## src/rtl/display_seq_pkg.sv

```systemverilog
// Shared definitions for the display power-up sequencer.
//   seq_state_e : sequencer state encoding, exported on o_state for debug
//   cnt_w()     : counter width able to hold the values 0 .. max_count-1
package display_seq_pkg;

    typedef enum logic [2:0] {
        ST_HOLD   = 3'd0,
        ST_START  = 3'd1,
        ST_BLACK  = 3'd2,
        ST_ACTIVE = 3'd3,
        ST_ARM    = 3'd4,
        ST_BLANK  = 3'd5
    } seq_state_e;

    // Width for a counter that runs 0 .. max_count-1 (never narrower than 1 bit)
    function automatic int unsigned cnt_w(input int unsigned max_count);
        return (max_count <= 1) ? 1 : $clog2(max_count);
    endfunction

    function automatic int unsigned max_u(input int unsigned a, input int unsigned b);
        return (a > b) ? a : b;
    endfunction

endpackage

```

## src/rtl/sync_2ff.sv

```systemverilog
// Two-flop synchroniser for a single asynchronous level; clears to 0 on reset.
//   clk, rst_n : destination clock and async active-low reset
//   d          : asynchronous input
//   q          : synchronised output
module sync_2ff (
    input  logic clk,
    input  logic rst_n,
    input  logic d,
    output logic q
);

    logic meta;

    always_ff @(posedge clk or negedge rst_n) begin
        if (!rst_n) begin
            meta <= 1'b0;
            q    <= 1'b0;
        end else begin
            meta <= d;
            q    <= meta;
        end
    end

endmodule

```

## src/rtl/display_sequencer.sv

```systemverilog
// Brings the HDMI video path up from PLL lock to live picture, arbitrates
// frame-aligned test-pattern switches and restarts on lock loss or frame timeout.
//   i_clk, i_reset_n : pixel clock, async active-low reset
//   i_pll_lock       : PLL lock (asynchronous, synchronised here)
//   i_frame_start    : one-cycle pulse at the first pixel of every frame
//   i_pattern_req/sel: level request for a new test pattern, held until ack
//   o_timing_reset   : reset to the timing generator
//   o_video_enable   : 0 forces RGB black while sync keeps running
//   o_pattern_sel    : pattern currently shown
//   o_pattern_ack    : one-cycle pulse when the requested pattern takes effect
//   o_state          : sequencer state (debug)
//   o_timeout_err    : sticky frame watchdog error
module display_sequencer #(
    parameter int unsigned LOCK_STABLE_CYCLES  = 1024,
    parameter int unsigned BLACK_FRAMES        = 2,
    parameter int unsigned SWITCH_BLANK_FRAMES = 1,
    parameter int unsigned FRAME_TIMEOUT       = 500000,
    parameter int unsigned SEL_W               = 3,
    parameter int unsigned DEFAULT_PATTERN     = 0
) (
    input  logic             i_clk,
    input  logic             i_reset_n,
    input  logic             i_pll_lock,
    input  logic             i_frame_start,
    input  logic             i_pattern_req,
    input  logic [SEL_W-1:0] i_pattern_sel,
    output logic             o_timing_reset,
    output logic             o_video_enable,
    output logic [SEL_W-1:0] o_pattern_sel,
    output logic             o_pattern_ack,
    output logic [2:0]       o_state,
    output logic             o_timeout_err
);
    import display_seq_pkg::*;

    localparam int unsigned LOCK_W = cnt_w(LOCK_STABLE_CYCLES);
    localparam int unsigned FRM_W  = cnt_w(max_u(BLACK_FRAMES, SWITCH_BLANK_FRAMES));
    localparam int unsigned WD_W   = cnt_w(FRAME_TIMEOUT);

    logic lock_s;

    seq_state_e        state_q,        state_d;
    logic [LOCK_W-1:0] lock_cnt_q,     lock_cnt_d;
    logic [FRM_W-1:0]  frame_cnt_q,    frame_cnt_d;
    logic [WD_W-1:0]   wd_cnt_q,       wd_cnt_d;
    logic [SEL_W-1:0]  pending_q,      pending_d;
    logic              req_armed_q,    req_armed_d;
    logic              timing_reset_q, timing_reset_d;
    logic              video_en_q,     video_en_d;
    logic [SEL_W-1:0]  pattern_sel_q,  pattern_sel_d;
    logic              pattern_ack_q,  pattern_ack_d;
    logic              timeout_err_q,  timeout_err_d;
    logic              wd_fire;

    sync_2ff u_lock_sync (
        .clk   (i_clk),
        .rst_n (i_reset_n),
        .d     (i_pll_lock),
        .q     (lock_s)
    );

    // Next-state and next-output logic
    always_comb begin
        state_d        = state_q;
        lock_cnt_d     = lock_cnt_q;
        frame_cnt_d    = frame_cnt_q;
        wd_cnt_d       = wd_cnt_q;
        pending_d      = pending_q;
        // A held request must be seen low after its ack before it can be taken again
        req_armed_d    = req_armed_q | ~i_pattern_req;
        timing_reset_d = timing_reset_q;
        video_en_d     = video_en_q;
        pattern_sel_d  = pattern_sel_q;
        pattern_ack_d  = 1'b0;
        timeout_err_d  = timeout_err_q;

        wd_fire = (state_q != ST_HOLD) && (wd_cnt_q == WD_W'(FRAME_TIMEOUT - 1));

        if (!lock_s || wd_fire) begin
            // Lock loss outranks the watchdog; either restarts the whole bring-up
            state_d        = ST_HOLD;
            lock_cnt_d     = '0;
            frame_cnt_d    = '0;
            wd_cnt_d       = '0;
            timing_reset_d = 1'b1;
            video_en_d     = 1'b0;
            if (lock_s) begin
                timeout_err_d = 1'b1;
            end
        end else begin
            if (state_q != ST_HOLD) begin
                wd_cnt_d = i_frame_start ? '0 : wd_cnt_q + WD_W'(1);
            end

            case (state_q)
                ST_HOLD: begin
                    wd_cnt_d = '0;
                    if (lock_cnt_q == LOCK_W'(LOCK_STABLE_CYCLES - 1)) begin
                        state_d        = ST_START;
                        lock_cnt_d     = '0;
                        timing_reset_d = 1'b0;
                    end else begin
                        lock_cnt_d = lock_cnt_q + LOCK_W'(1);
                    end
                end
                ST_START: begin
                    if (i_frame_start) begin
                        if (BLACK_FRAMES <= 1) begin
                            state_d     = ST_ACTIVE;
                            frame_cnt_d = '0;
                            video_en_d  = 1'b1;
                        end else begin
                            state_d     = ST_BLACK;
                            frame_cnt_d = FRM_W'(1);
                        end
                    end
                end
                ST_BLACK: begin
                    if (i_frame_start) begin
                        if (frame_cnt_q == FRM_W'(BLACK_FRAMES - 1)) begin
                            state_d     = ST_ACTIVE;
                            frame_cnt_d = '0;
                            video_en_d  = 1'b1;
                        end else begin
                            frame_cnt_d = frame_cnt_q + FRM_W'(1);
                        end
                    end
                end
                ST_ACTIVE: begin
                    if (i_pattern_req && req_armed_q) begin
                        pending_d = i_pattern_sel;
                        state_d   = ST_ARM;
                    end
                end
                ST_ARM: begin
                    if (i_frame_start) begin
                        pattern_sel_d = pending_q;
                        if ((pending_q == pattern_sel_q) || (SWITCH_BLANK_FRAMES == 0)) begin
                            state_d       = ST_ACTIVE;
                            pattern_ack_d = 1'b1;
                            req_armed_d   = 1'b0;
                        end else begin
                            state_d     = ST_BLANK;
                            frame_cnt_d = '0;
                            video_en_d  = 1'b0;
                        end
                    end
                end
                ST_BLANK: begin
                    if (i_frame_start) begin
                        if (frame_cnt_q == FRM_W'(SWITCH_BLANK_FRAMES - 1)) begin
                            state_d       = ST_ACTIVE;
                            frame_cnt_d   = '0;
                            video_en_d    = 1'b1;
                            pattern_ack_d = 1'b1;
                            req_armed_d   = 1'b0;
                        end else begin
                            frame_cnt_d = frame_cnt_q + FRM_W'(1);
                        end
                    end
                end
                default: begin
                    state_d        = ST_HOLD;
                    timing_reset_d = 1'b1;
                    video_en_d     = 1'b0;
                end
            endcase
        end
    end

    // State, counter and output registers
    always_ff @(posedge i_clk or negedge i_reset_n) begin
        if (!i_reset_n) begin
            state_q        <= ST_HOLD;
            lock_cnt_q     <= '0;
            frame_cnt_q    <= '0;
            wd_cnt_q       <= '0;
            pending_q      <= '0;
            req_armed_q    <= 1'b1;
            timing_reset_q <= 1'b1;
            video_en_q     <= 1'b0;
            pattern_sel_q  <= SEL_W'(DEFAULT_PATTERN);
            pattern_ack_q  <= 1'b0;
            timeout_err_q  <= 1'b0;
        end else begin
            state_q        <= state_d;
            lock_cnt_q     <= lock_cnt_d;
            frame_cnt_q    <= frame_cnt_d;
            wd_cnt_q       <= wd_cnt_d;
            pending_q      <= pending_d;
            req_armed_q    <= req_armed_d;
            timing_reset_q <= timing_reset_d;
            video_en_q     <= video_en_d;
            pattern_sel_q  <= pattern_sel_d;
            pattern_ack_q  <= pattern_ack_d;
            timeout_err_q  <= timeout_err_d;
        end
    end

    assign o_timing_reset = timing_reset_q;
    assign o_video_enable = video_en_q;
    assign o_pattern_sel  = pattern_sel_q;
    assign o_pattern_ack  = pattern_ack_q;
    assign o_state        = state_q;
    assign o_timeout_err  = timeout_err_q;

endmodule
```

## config.mk

```make
export PLATFORM = sky130hd
export DESIGN_NAME = display_sequencer
export DESIGN_NICKNAME = d
export VERILOG_FILES = /design/src/rtl/display_seq_pkg.sv /design/src/rtl/sync_2ff.sv /design/src/rtl/display_sequencer.sv
export SDC_FILE = /design/constraint.sdc
export NUM_CORES = 1
export LEC_CHECK = 0
export CORE_ASPECT_RATIO = 1.75
export CORE_MARGIN = 3
export CORE_UTILIZATION = 62
export DETAILED_ROUTE_END_ITERATION = 16
export HOLD_SLACK_MARGIN = 0.15
export PLACE_DENSITY_LB_ADDON = 0.05
export REMOVE_ABC_BUFFERS = 1
export SLEW_MARGIN = 20
export SYNTH_ARGS = -nofsm -noshare
export SYNTH_HDL_FRONTEND = slang
export SYNTH_SLANG_ARGS = --single-unit
```

## constraint.sdc

```tcl
create_clock -name i_clk -period 5.3 [get_ports i_clk]
set_clock_uncertainty 0.05 [all_clocks]
set_input_delay 0.795 -clock i_clk [delete_from_list [all_inputs] [get_ports i_clk]]
set_output_delay 0.795 -clock i_clk [all_outputs]
set_load 0.005 [all_outputs]
```

Word level (Yosys, flattened, before mapping)
Index checks and enable logic that the tools add are counted.
{ "totals": {"in_bits": 8, "output_inout_bits": 10, "wordCells": 104, "ff_bits": 46} }
{ "classes": {"n_eq_ne": 19, "muxes": 48, "n_reduce_logical": 18, "bitwise": 3, "add_sub_neg": 3} }
{ "ops": {"columns": ["cell", "n"], "rows": [
  ["2-to-1 mux 19 bit", 4],
  ["2-to-1 mux 10 bit", 3],
  ["2-to-1 mux 3 bit", 10],
  ["inequality test 3 bit, second input constant", 9],
  ["2-to-1 mux 1 bit", 25],
  ["adder 19 x 1 -> 19 bit, second input constant", 1],
  ["equality test 19 bit, second input constant", 1],
  ["one-hot mux 3 bit (6 select lines)", 1],
  ["adder 10 x 1 -> 10 bit, second input constant", 1],
  ["equality test 10 bit, second input constant", 1],
  ["one-hot mux 1 bit (4 select lines)", 2],
  ["AND reduction 8 bit", 1],
  ["AND reduction 7 bit", 1],
  ["equality test 3 x 2 -> 1 bit, second input constant", 2],
  ["equality test 3 bit, second input constant", 2],
  ["one-hot mux 1 bit (2 select lines)", 3],
  ["AND reduction 3 bit", 2],
  ["AND reduction 6 bit", 1],
  ["nonzero test 3 bit", 2],
  ["nonzero test 5 bit", 1],
  ["OR reduction 5 bit", 1],
  ["inequality test 2 x 1 -> 1 bit, second input constant", 2],
  ["AND reduction 2 bit", 2],
  ["equality test 3 x 1 -> 1 bit, second input constant", 1],
  ["other kinds (10)", 12]
]} }

Longest topological paths before layout
{ "logic_depth": {"depth_word": 6, "mapped_depth": 6, "depth_no_buf": 6} }

By module
Synthesis repeated with hierarchy kept, for this count alone.
{ "unflattened": {"cells_unflattened": 234, "hier_area_um2": 2334.7} }
{ "by_module_without_submodules": {"columns": ["mod", "instances", "seq_area_each_um2", "area_each_um2", "cells_per_inst"], "rows": [
  ["display_sequencer", 1, 1103.6, 2284.7, 232],
  ["sync_2ff", 1, 50.0, 50.0, 2]
]} }

Worst setup path after synthesis
No wires, ideal clock.
{ "synth_path": {"path_kind": "register to register", "start": "register wd_cnt_q[0]", "end": "register pattern_sel_q[0] (netlist: o_pattern_sel[0])", "setup_time_ns": 0.127, "arrival_time_ns": 1.840, "path_buffers": 0, "setup_slack_ns": 3.282, "period_less_slack_ns": 2.018, "stages_incl_launch_ff": 7, "required_ns": 5.123, "path_cell_list": "dfrtp_1 ha_1 and4_4 nand4_4 o31ai_4 or4_4 mux2_1"} }
{ "synth_between": {"elab_chain_cells": 5} }
{ "synth_lines": {"columns": ["item", "line", "text"], "rows": [
  ["from (decl)", "display_sequencer.sv:45", "logic [WD_W-1:0] wd_cnt_q, wd_cnt_d;"],
  ["from (signal assigned)", "display_sequencer.sv:189", "wd_cnt_q <= wd_cnt_d;"],
  ["equality test 19 bit", "display_sequencer.sv:77", "wd_fire = (state_q != ST_HOLD) && (wd_cnt_q == WD_W'(FRAME_TIMEOUT - 1));"],
  ["logical AND 1 bit", "display_sequencer.sv:77", null],
  ["logical OR 1 bit", "display_sequencer.sv:79", "if (!lock_s || wd_fire) begin"],
  ["inverter 1 bit (no source line)", null, null],
  ["AND reduction 3 bit (no source line)", null, null],
  ["to (signal assigned)", "display_sequencer.sv:182", "pattern_sel_q <= SEL_W'(DEFAULT_PATTERN);"],
  ["to (signal assigned)", "display_sequencer.sv:194", "pattern_sel_q <= pattern_sel_d;"],
  ["to (decl)", "display_sequencer.sv:50", "logic [SEL_W-1:0] pattern_sel_q, pattern_sel_d;"]
]} }
Every way passes these cells.
A chain may end at the register's enable or synchronous reset.

Worst setup path in the final report
{ "layout_path": {"start": "register wd_cnt_q[0]", "end": "register pending_q[1]"} }
{ "layout_between": {"elab_chain_cells": 5} }
{ "layout_lines": {"columns": ["item", "line", "text"], "rows": [
  ["equality test 19 bit", "display_sequencer.sv:77", null],
  ["logical AND 1 bit", "display_sequencer.sv:77", null],
  ["logical OR 1 bit", "display_sequencer.sv:79", null],
  ["inverter 1 bit (no source line)", null, null],
  ["AND reduction 3 bit (no source line)", null, null],
  ["to (signal assigned)", "display_sequencer.sv:190", "pending_q <= pending_d;"],
  ["to (decl)", "display_sequencer.sv:46", "logic [SEL_W-1:0] pending_q, pending_d;"]
]} }
Every way passes these cells.

==> results.json <==
{
  "outcome": "finished, final reports clean",
  "cts_resized": 0,
  "synthAdderAreaFrac_pct": 1.07,
  "synth_seq_cells": 46,
  "netlist_area_um2": 2340,
  "die_y_um": 87.2,
  "tightest_slew_ps": 984,
  "grt_max_degree": 47,
  "cts_root_buf": "clkbuf_8",
  "synth_top_family_by_area": "simple AND/OR/NAND/NOR gates",
  "crit-reg2reg-launch": "wd_cnt_q[0]$_DFFE_PN0P_",
  "rsz0062_at_grt": "no",
  "io_pins": 18,
  "layout_commonest_cell": "dfrtp_1",
  "finalSetupViolCount": 0,
  "layout-drive-gt1-share_pct": 9.52,
  "antenna_found_initial": 0,
  "synth_edf_count": 0,
  "dieArea_um2": 4570,
  "avgSynthCellArea_um2": 10.0,
  "postRouteAntennaNets": 0,
  "wl_per_cell_um": 15.8,
  "clock.fmax_mhz": 401,
  "hold_path.class": "flop to flop",
  "dp_slack_ps": 2550,
  "drt-total-wl_mm": 4.68,
  "critPathKind": "flop to flop",
  "fin_crit_ps": 2490,
  "fp-row-count": 28,
  "p_switching_mw": 0.135,
  "p_int_mw": 0.466,
  "place_congestion": 0.848,
  "hold_start": "u_lock_sync.meta$_DFF_PN0_",
  "initial_core_util_pct": 66.8,
  "synthArstFlopShare_pct": 100,
  "hold_slack_ps": 311,
  "yosysSeqAreaShare_pct": 49.3,
  "postSynthCellCount": 233,
  "fin_util_pct": 75.1,
  "cts_hold_buf": 0,
  "final_cells": 297,
  "final_area_um2": 2630,
  "crit_required_ps": 5440,
  "dpl.hpwl_mm": 3.27,
  "p_leak_nw": 1.14,
  "clock_path_buffers": 2,
  "multiInputGateArea_um2": 1140,
  "grtUsageTotal_pct": 24.0,
  "placed_area_um2": 2540,
  "swShare_pct": 22.5,
  "finalCritPeriodShare_pct": 47.1,
  "endpoint_kind": "flop",
  "clk_latency_ps": 300,
  "slew_violations": 0,
  "crit_start": "wd_cnt_q[0]$_DFFE_PN0P_",
  "setup_tns_ps": 0,
  "synthMuxAreaShare_pct": 4.23,
  "max_cap_violations": 0,
  "diodes": 0,
  "dieWidth_um": 52.4,
  "fin_nets": 261,
  "drc_errors": 0,
  "p_comb_share_pct": 3.5,
  "synth_simple_gate_area_share_pct": 24.3,
  "clk_pin_slew_ps": 80,
  "yosys_warnings": 0,
  "p_per_area_nw_per_um2": 228,
  "syn2layout_area_growth_pct": 12.6,
  "grt_pass1_wl_mm": 8.18,
  "cts.sinks": 46,
  "core_um2": 3500,
  "arrival_ps": 2640,
  "cts_made_buffers": 5,
  "hold_violations": 0,
  "peakVddDrop_mv": 0.258,
  "synth_flop_cell": "dfrtp_1",
  "synth_xor_area_share_pct": 7.87,
  "layout_common_cells": "dfrtp_1 (44), nor2_1 (41), clkdlybuf4s50_1 (16)",
  "htree_levels": 2,
  "synth_cell_type_count": 44,
  "pwr-share-seq_pct": 59.3,
  "postCtsSetupBuffers": 0,
  "vias": 1799,
  "p_clk_share_pct": 37.2,
  "cts_tree": "yes",
  "routed_via_density": 6.06,
  "synth-compound-area-share_pct": 11.1,
  "total_power_mw": 0.601,
  "io_buffers": 17,
  "start_kind": "flop",
  "grt_remaining_overflow": 0,
  "layout_setup_ws_ps": 2810,
  "slew_headroom_pct": 34.4,
  "first_pass_iters": 4,
  "ff_latch_area_um2": 1150,
  "cp_max_fo": 18,
  "grt_pass1_vias": 1783,
  "fillers": 261,
  "placed_cells": 289,
  "drtIter0Drc": 36
}
==> sequential cells by signal (all words and copies together), names as in the netlist, 3 cells and up <==
name	flops
wd_cnt_q	19
o_state	3
lock_cnt_q	10
o_pattern_sel	3
pending_q	3
==> path summary, 6_finish.rpt <==
kind | to | slack (ps) | cells past startpoint
worst min-delay path | u_lock_sync.q$_DFF_PN0_ | 310 | 0
min in group asynchronous | wd_cnt_q[3]$_DFFE_PN0P_ | 600 | 1
worst max-delay path | pending_q[1]$_DFFE_PN0P_ | 2810 | 6
worst min register to register | u_lock_sync.q$_DFF_PN0_ | 310 | 0
worst max register to register | pending_q[1]$_DFFE_PN0P_ | 2810 | 6
max in group asynchronous | o_pattern_ack$_DFF_PN0_ | 3990 | 1
==> worst max-delay path, cell delays in order, from the launching register on <==
cell,delay [ps]
dfrtp_1,400
ha_1,250
and4_4,280
nand4_4,130
o31ai_4,650
and3b_4,320
mux2_4,290
==> cells in the mapped netlist (2+ instances only) <==
cell type | instances | share of area [%]
mux2_1 | 3 | 1.4
nand4_1 | 9 | 2.4
xor2_1 | 15 | 5.6
o21ai_0 | 6 | 1.3
dfstp_2 | 2 | 2.2
nor3_1 | 5 | 1.1
mux2i_1 | 2 | 0.86
or3_1 | 5 | 1.3
a31oi_1 | 3 | 0.80
o31ai_1 | 2 | 0.64
nor4_1 | 3 | 0.80
ha_1 | 2 | 1.1
o22ai_1 | 2 | 0.53
inv_1 | 7 | 1.1
a21o_1 | 2 | 0.64
and3_1 | 5 | 1.3
nand3_1 | 12 | 2.6
nor2_1 | 41 | 6.6
dfrtp_1 | 44 | 47
a311oi_1 | 3 | 1.1
a211oi_1 | 3 | 0.96
mux2_4 | 3 | 1.9
xnor2_1 | 6 | 2.2
nand2_1 | 14 | 2.2
clkbuf_1 | 6 | 0.96
and4_1 | 3 | 1.1
a21oi_1 | 8 | 1.7
==> cells by family after synthesis <==
logic type | after synthesis
multiplexers | 8
AND/OR/NAND/NOR | 107
buffers and inverters | 13
XOR/XNOR | 21
flip-flops | 46
adder cells (fa/ha/maj) | 2
AO/OA/AOI/OAI | 36
==> power groups by stage <==
stage               logic [mW]  clock network (mW)  registers [mW]
floorplan              0.00754                   0           0.363
global route            0.0244               0.246           0.357
global placement        0.0212                   0           0.363
finish                  0.0211               0.224           0.356
detailed placement      0.0218                   0           0.363
CTS                     0.0219               0.229           0.356
==> per-layer routing <==
metal  global-route usage [%]  vias up  part of all wire (%)
met2                     41.6       42                    54
met4                     10.0        0                   2.7
met1                     28.0      872                    40
met3                     4.80       10                   3.2
li1                         -      875                     -
met5                        0        -                     0
==> cell type report <==
| cell class | instances | area share, % |
|---|---|---|
| Tap cell | 45 | 2.14 |
| Clock buffer | 6 | 3.14 |
| Clock inverter | 2 | 0.475 |
| Inverter | 7 | 0.998 |
| Timing Repair Buffer | 17 | 6.27 |
| Sequential cell | 46 | 43.8 |
| Multi-Input combinational cell | 174 | 43.2 |
No activity file was read; power rests on OpenSTA's default activity.
